`src/rtl/lab_pkg.sv`:
```
// Shared types and constants for the execute-stage multiply sequencer.
// Latency: n/a (declarations only).
// Backpressure: n/a.
package lab_pkg;

  // Default operand/result width of the iterative multiplier (N).
  localparam int MUL_N = 64;

  typedef enum logic [1:0] {
    IDLE,
    RUN,
    DONE
  } mulseq_state_t;

endpackage

```
`src/rtl/mul_iter_dp.sv`:
```
// Shift-add multiplier datapath: accumulator, shifting operands, iteration counter.
// Latency: one iteration per step; N steps give the low N bits of the product.
// Backpressure: none; the controller decides when to load and step.
module mul_iter_dp #(
  parameter int N = 64
) (
  input  logic         clk,
  input  logic         reset,
  input  logic         load,
  input  logic         step,
  input  logic [N-1:0] mcand_in,
  input  logic [N-1:0] mplier_in,
  output logic [N-1:0] acc,
  output logic         last
);

  localparam int CW = $clog2(N);

  logic [N-1:0]  mcand;
  logic [N-1:0]  mplier;
  logic [CW-1:0] count;

  // Load operands on acceptance, then one conditional add and shift per step.
  always_ff @(posedge clk or posedge reset) begin
    if (reset) begin
      acc    <= '0;
      mcand  <= '0;
      mplier <= '0;
      count  <= '0;
    end else if (load) begin
      acc    <= '0;
      mcand  <= mcand_in;
      mplier <= mplier_in;
      count  <= '0;
    end else if (step) begin
      // Carries past bit N-1 fall off: only the low N product bits matter.
      if (mplier[0]) acc <= acc + mcand;
      mcand  <= mcand << 1;
      mplier <= mplier >> 1;
      count  <= count + 1'b1;
    end
  end

  // The step taken while this is high is the final iteration.
  assign last = (count == CW'(N - 1));

endmodule

```
`src/rtl/exec_mul_seq.sv`:
```
// Multi-cycle MUL sequencer beside execute: stalls the front end, iterates, presents the product.
// Latency: accept cycle + N RUN cycles + 1 DONE cycle; stall_o high for N+1 cycles.
// Backpressure: stall_o freezes PC, IF/ID and ID/EX; flush_E aborts, reset aborts without done.
module exec_mul_seq
  import lab_pkg::*;
#(
  parameter int N = MUL_N
) (
  input  logic         clk,
  input  logic         reset,
  input  logic         start_E,
  input  logic         flush_E,
  input  logic [N-1:0] srcA_E,
  input  logic [N-1:0] srcB_E,
  output logic         stall_o,
  output logic         busy_o,
  output logic         done_o,
  output logic [N-1:0] mulResult_o
);

  mulseq_state_t state;
  logic [N-1:0]  acc;
  logic [N-1:0]  res_q;
  logic          last;
  logic          load;
  logic          step;

  // Operands are captured only here; later changes on srcA_E/srcB_E are ignored.
  assign load = (state == IDLE) && start_E && !flush_E;
  assign step = (state == RUN) && !flush_E;

  mul_iter_dp #(.N(N)) u_dp (
    .clk       (clk),
    .reset     (reset),
    .load      (load),
    .step      (step),
    .mcand_in  (srcA_E),
    .mplier_in (srcB_E),
    .acc       (acc),
    .last      (last)
  );

  // Sequencer state plus the held copy of the last delivered product.
  always_ff @(posedge clk or posedge reset) begin
    if (reset) begin
      state <= IDLE;
      res_q <= '0;
    end else begin
      case (state)
        IDLE: if (load) state <= RUN;
        RUN: begin
          if (flush_E)   state <= IDLE;
          else if (last) state <= DONE;
        end
        DONE: begin
          // start_E still shows the MUL that is just leaving, so never re-accept here.
          state <= IDLE;
          if (!flush_E) res_q <= acc;
        end
        default: state <= IDLE;
      endcase
    end
  end

  assign busy_o      = (state == RUN);
  // A killed instruction must not hand its result to writeback.
  assign done_o      = (state == DONE) && !flush_E;
  assign mulResult_o = done_o ? acc : res_q;

  // Stall depends only on state, start_E and flush_E so it never waits on the datapath.
  always_comb begin
    stall_o = 1'b0;
    case (state)
      IDLE:    stall_o = start_E && !flush_E;
      RUN:     stall_o = !flush_E;
      default: stall_o = 1'b0;
    endcase
  end

endmodule

```
`config.mk`:
```
export PLATFORM = sky130hd
export DESIGN_NAME = exec_mul_seq
export DESIGN_NICKNAME = d
export VERILOG_FILES = /design/src/rtl/lab_pkg.sv /design/src/rtl/mul_iter_dp.sv /design/src/rtl/exec_mul_seq.sv
export SDC_FILE = /design/constraint.sdc
export NUM_CORES = 1
export LEC_CHECK = 0
export CAP_MARGIN = 25
export CORE_UTILIZATION = 55
export CTS_BUF_LIST = sky130_fd_sc_hd__clkbuf_4
export DETAILED_ROUTE_END_ITERATION = 7
export GPL_TIMING_DRIVEN = 0
export PLACE_DENSITY = 0.89
export SYNTH_ARGS = -nofsm -noshare
export SYNTH_HDL_FRONTEND = slang
export SYNTH_SLANG_ARGS = --single-unit
```
`constraint.sdc`:
```
create_clock -name clk -period 8.9 [get_ports clk]
set_input_delay 0.89 -clock clk [delete_from_list [all_inputs] [get_ports clk]]
set_output_delay 0.89 -clock clk [all_outputs]
set_load 0.005 [all_outputs]
```
# Word level (Yosys, flattened, before mapping)
# Index checks and enable logic that the tools add are counted.
# totals
register_bits	264
input_bits	132
out_inout_bits	67
elab_cells	41
# op_classes
add_sub_neg	2
eq_ne	5
n_mux	15
n_bitwise	1
n_reduce_logical	12
# ops
cell	n
64-bit two-way mux	8
64-bit adder	1
6-bit two-way mux	2
6-bit by 1-bit adder with 6-bit output (second input constant)	1
6-bit equality test (second input constant)	1
2-bit two-way mux	3
2-bit AND reduction	3
1-bit logical AND	5
2-bit one-hot mux with 2 select lines	1
2-bit nonzero test	2
3-bit by 2-bit inequality test with 1-bit output (second input constant)	1
2-bit by 1-bit equality test with 1-bit output (second input constant)	1
2-bit equality test (second input constant)	1
2-bit zero test	1
2-bit inequality test (second input constant)	1
1-bit one-hot mux with 2 select lines	1
1-bit zero test	1
1-bit NOT	1

# Longest topological paths before layout
# depth
ltp_word	5
ltp_mapped	12
mapped_depth_nobuf	12

# Modules after synthesis
# From an unflattened synthesis, not the netlist that was laid out.
# unflattened
cells_unflattened	1562
area_unflattened_um2	15093.2
# by_module_without_submodules
module	n_inst	cells_each	area_each_um2	seq_area_each_um2
mul_iter_dp	1	1416	12355.6	4954.8
exec_mul_seq	1	146	2737.6	1651.6

# Worst setup path after synthesis
# No wires, ideal clock.
# synth_timing
path_type	input port to output port
start	input flush_E
end	output mulResult_o[0]
t_arrival_ns	2.181
required_time_ns	8.010
slack_ns	5.829
path_stages	4
n_path_buf	2
cell_sequence	nor3b_1 clkbuf_1 clkbuf_1 mux2_2
# synth_via
elab_chain_cells	3
# synth_lines
item	line	source
start, declared	exec_mul_seq.sv:12	input logic flush_E,
1-bit zero test	exec_mul_seq.sv:67	assign done_o = (state == DONE) && !flush_E;
1-bit logical AND	exec_mul_seq.sv:67	
named net done_o	exec_mul_seq.sv:17	output logic done_o,
64-bit two-way mux	exec_mul_seq.sv:68	assign mulResult_o = done_o ? acc : res_q;
end, declared	exec_mul_seq.sv:18	output logic [N-1:0] mulResult_o
# The timed path passes the listed nets, and every way through them passes these cells.

# Worst setup path after layout
# layout_timing
start	input flush_E
end	output mulResult_o[0]
# layout_via
elab_chain_cells	3
# layout_lines
item	line
1-bit zero test	exec_mul_seq.sv:67
1-bit logical AND	exec_mul_seq.sv:67
64-bit two-way mux	exec_mul_seq.sv:68
# Every way passes these cells.

==> reports/metrics.cfg <==
[hold_path]
hold_class = reg2reg
min_to = u_dp.mplier[61]
holdPathStages = 2
min_from = u_dp.mplier[62]

[worst_setup_path]
critPathKind = in2out
cp_top_family = buffers and inverters
crit_fanout = 10
startpoint_type = primary input
crit_chain = clkdlybuf4s50_1, nor3b_1, clkbuf_1, clkbuf_1, mux2_2, clkdlybuf4s50_1
required_ns = 8.01
reg2reg_slack_ns = 5.18
r2r_start = u_dp.mcand[0]
timing.critical_path.buf_inv = 4
crit_path_end_kind = output pin
worst_r2r_path_depth = 12
arrival_ns = 3.77
slowest_delay_ns = 0.75
crit_slowest_cell = clkbuf_1
timing.rr.end = u_dp.acc[58]

[placed_design]
gp_congestion = 0.927
dp_hpwl_um = 27600
dp.cells = 2007
numPortBuffers = 198
place_area_um2 = 16400
post-place-ws_ns = 4.20

[yosys]
synth_top_area_frac = 0.472
yosys_warnings = 0
synth-edff-count = 0
syn-num-nets = 1675
synth_cells = 1478
synth-seq-area-share = 0.472
syn_avg_cell_area_um2 = 9.47
ys_ff_latch = 264
netlist_area_um2 = 14000
synth_ff_type = dfrtp_1
yosysTopAreaCell = dfrtp_1
synthTopCellsByArea = dfrtp_1 (47%), nand2_1 (8.5%), a22oi_1 (6.8%)
yosysUniqueCellTypes = 71
async_reset_ff_frac = 1.00

[sta]
rsz0062_at_grt = false
fin_skew_ns = 0.0490
clock.fmax_mhz = 214
min_period_ns = 4.66
setup_slack_ns = 4.24
whs_ns = 0.480
worstMarginPinSlew_ns = 0.979
setup_viol = 0
fin_crit_sh = 0.524
maxSlewHeadroom = 0.347
hold_viol = 0
drv_slew = 0

[clock_network]
cts_buffers = 73
cts_setup_buffers = 0
clk_latency_ns = 0.71
ctsHoldBuffers = 0
cts_tree = done
cts.clk_slew.worst_paths_ns = 0.06
cts.repair.resized = 0
cts_sinks = 264
cts-root-buf = clkbuf_4
clock_path_buffers = 3
cts_htree_levels = 3

[floorplan]
dieArea_um2 = 26100
die_h_um = 162
die_w_um = 162
initial_utilization = 0.558
std_cell_rows = 58
core_area_um2 = 25100
io-pin-count = 199

[routing]
antenna_left = 0
wire_per_inst_um = 17.8
drt-initial-drc-count = 933
vias_per_cell = 5.87
drt-total-wl_um = 38000
drc = 0
firstDrtPassIters = 5
vias = 12600

[finish]
final_cell_mix = nand2_1 (316), dfrtp_1 (264), clkdlybuf4s50_1 (198), a22oi_1 (126), clkbuf_4 (107)
multi_input_area_um2 = 6950
drive_gt1_frac = 0.112
syn_to_final_growth_pct = 24.3
layout.nets = 1949
ff_latch_area_um2 = 6610
layout_commonest_cell = nand2_1
fin_area_um2 = 17400
fill_cells = 1947
layout.cells.non_filler = 2137

[power_and_ir_drop]
ir_drop_uv = 145
power_density_nw_per_um2 = 235
leakage_uw = 0.00820

[global_route]
track_usage = 0.297
antenna_found_initial = 1
gr-total-overflow = 0
grt_pass1_wl_um = 62500
grt_pass1_vias = 12800
grt_max_degree = 137

[status]
status = complete, no violations

[flow_run]
max-cap-violations = 0

[kinds of logic after synthesis]
group | Yosys count | share of synthesized area
adders and majority gates | 65 | 0.0586
xor gates and xnor gates | 60 | 0.0375
buffers and inverters | 110 | 0.0316
and+or+nand+nor | 504 | 0.155
AOI/OAI and AO/OA | 409 | 0.193
muxes | 66 | 0.0529
DFF | 264 | 0.472
[synth_stat cells (all sizes together), types with 2 or more instances]
master   count
a221o        3
mux2        64
a311o        2
a31oi        6
ha          64
nor4b        2
a22oi      126
a21o        24
nand2b       4
nand3       75
nor2        52
nor3b        3
nor2b        3
nor4         3
o21bai      14
mux2i        2
buf         10
o21ai      105
a2111oi      2
a211o        3
inv         22
o211ai       4
xnor2       32
and2         4
a21oi       78
nand2      316
a41oi        5
o31ai        3
xor2        28
and4         2
nand4       21
clkbuf      77
nor3         7
a221oi       5
nand3b       2
and3         7
a22o         2
a32oi        2
a211oi       3
dfrtp      264
a21boi       3
o211a        3
o21a         8
[worst register-to-register path, cell delays in order, from the launching register on]
cell and delay, ns:
dfrtp_1 0.40, ha_1 0.22, fa_1 0.23, a21o_1 0.15, nand3_1 0.10, a31o_2 0.30, o21ai_1 0.37, a41oi_2 0.29
o31ai_1 0.68, a221oi_1 0.25, a21oi_1 0.32, mux2i_1 0.22, nand2b_1 0.11
[how the worst max path moves through the flow]
stage               slack (ns)     from              to  cells past startpoint
global route              4.06  flush_E  mulResult_o[0]                      6
global placement         -2.24    reset       res_q[27]                      2
CTS                       4.18  flush_E  mulResult_o[0]                      6
finish                    4.24  flush_E  mulResult_o[0]                      6
floorplan                 0.74    reset        res_q[0]                      1
detailed placement        4.20  flush_E  mulResult_o[0]                      6
[power breakdown]
| group | leakage [uW] | total, uW | switching, uW | internal (uW) |
|---|---|---|---|---|
| clock | 0.000571 | 1150 | 534 | 616 |
| combinational | 0.00415 | 1290 | 768 | 519 |
| sequential | 0.00347 | 1650 | 212 | 1440 |
| total | 0.00820 | 4080 | 1510 | 2570 |
[cell type report]
class	instances	share of cell area
Sequential cell	264	0.380
Antenna cell	1	0.000144
Multi-Input combinational cell	1104	0.400
Buffer	88	0.0207
Inverter	22	0.00518
Clock buffer	107	0.0462
Timing Repair Buffer	199	0.115
Clock inverter	22	0.00942
Tap cell	330	0.0237
[state kept, by name, summed over array words and instances, names as in the netlist]
name         cells
res_q           64
u_dp.acc        64
u_dp.mcand      64
u_dp.mplier     64
u_dp.count       6
state            2
[routing by layer]
layer | up-vias | track usage | part of all wire
met3 | 73 | 0.0768 | 0.079
met1 | 6120 | 0.374 | 0.41
li1 | 5885 | - | -
met2 | 473 | 0.493 | 0.48
met4 | 0 | 0.109 | 0.025
met5 | - | 0 | 0
[stage by stage]
stage          utilization  total power [uW]  TNS [ns]
2_1_floorplan            -              2550         0
3_3_place_gp         0.653              2850   -585.56
3_5_place_dp         0.654              2920         0
4_1_cts              0.693              4090         0
5_1_grt              0.693              4350         0
6_report             0.693              4080         0
Note: power is estimated with default switching activity, not from simulation.
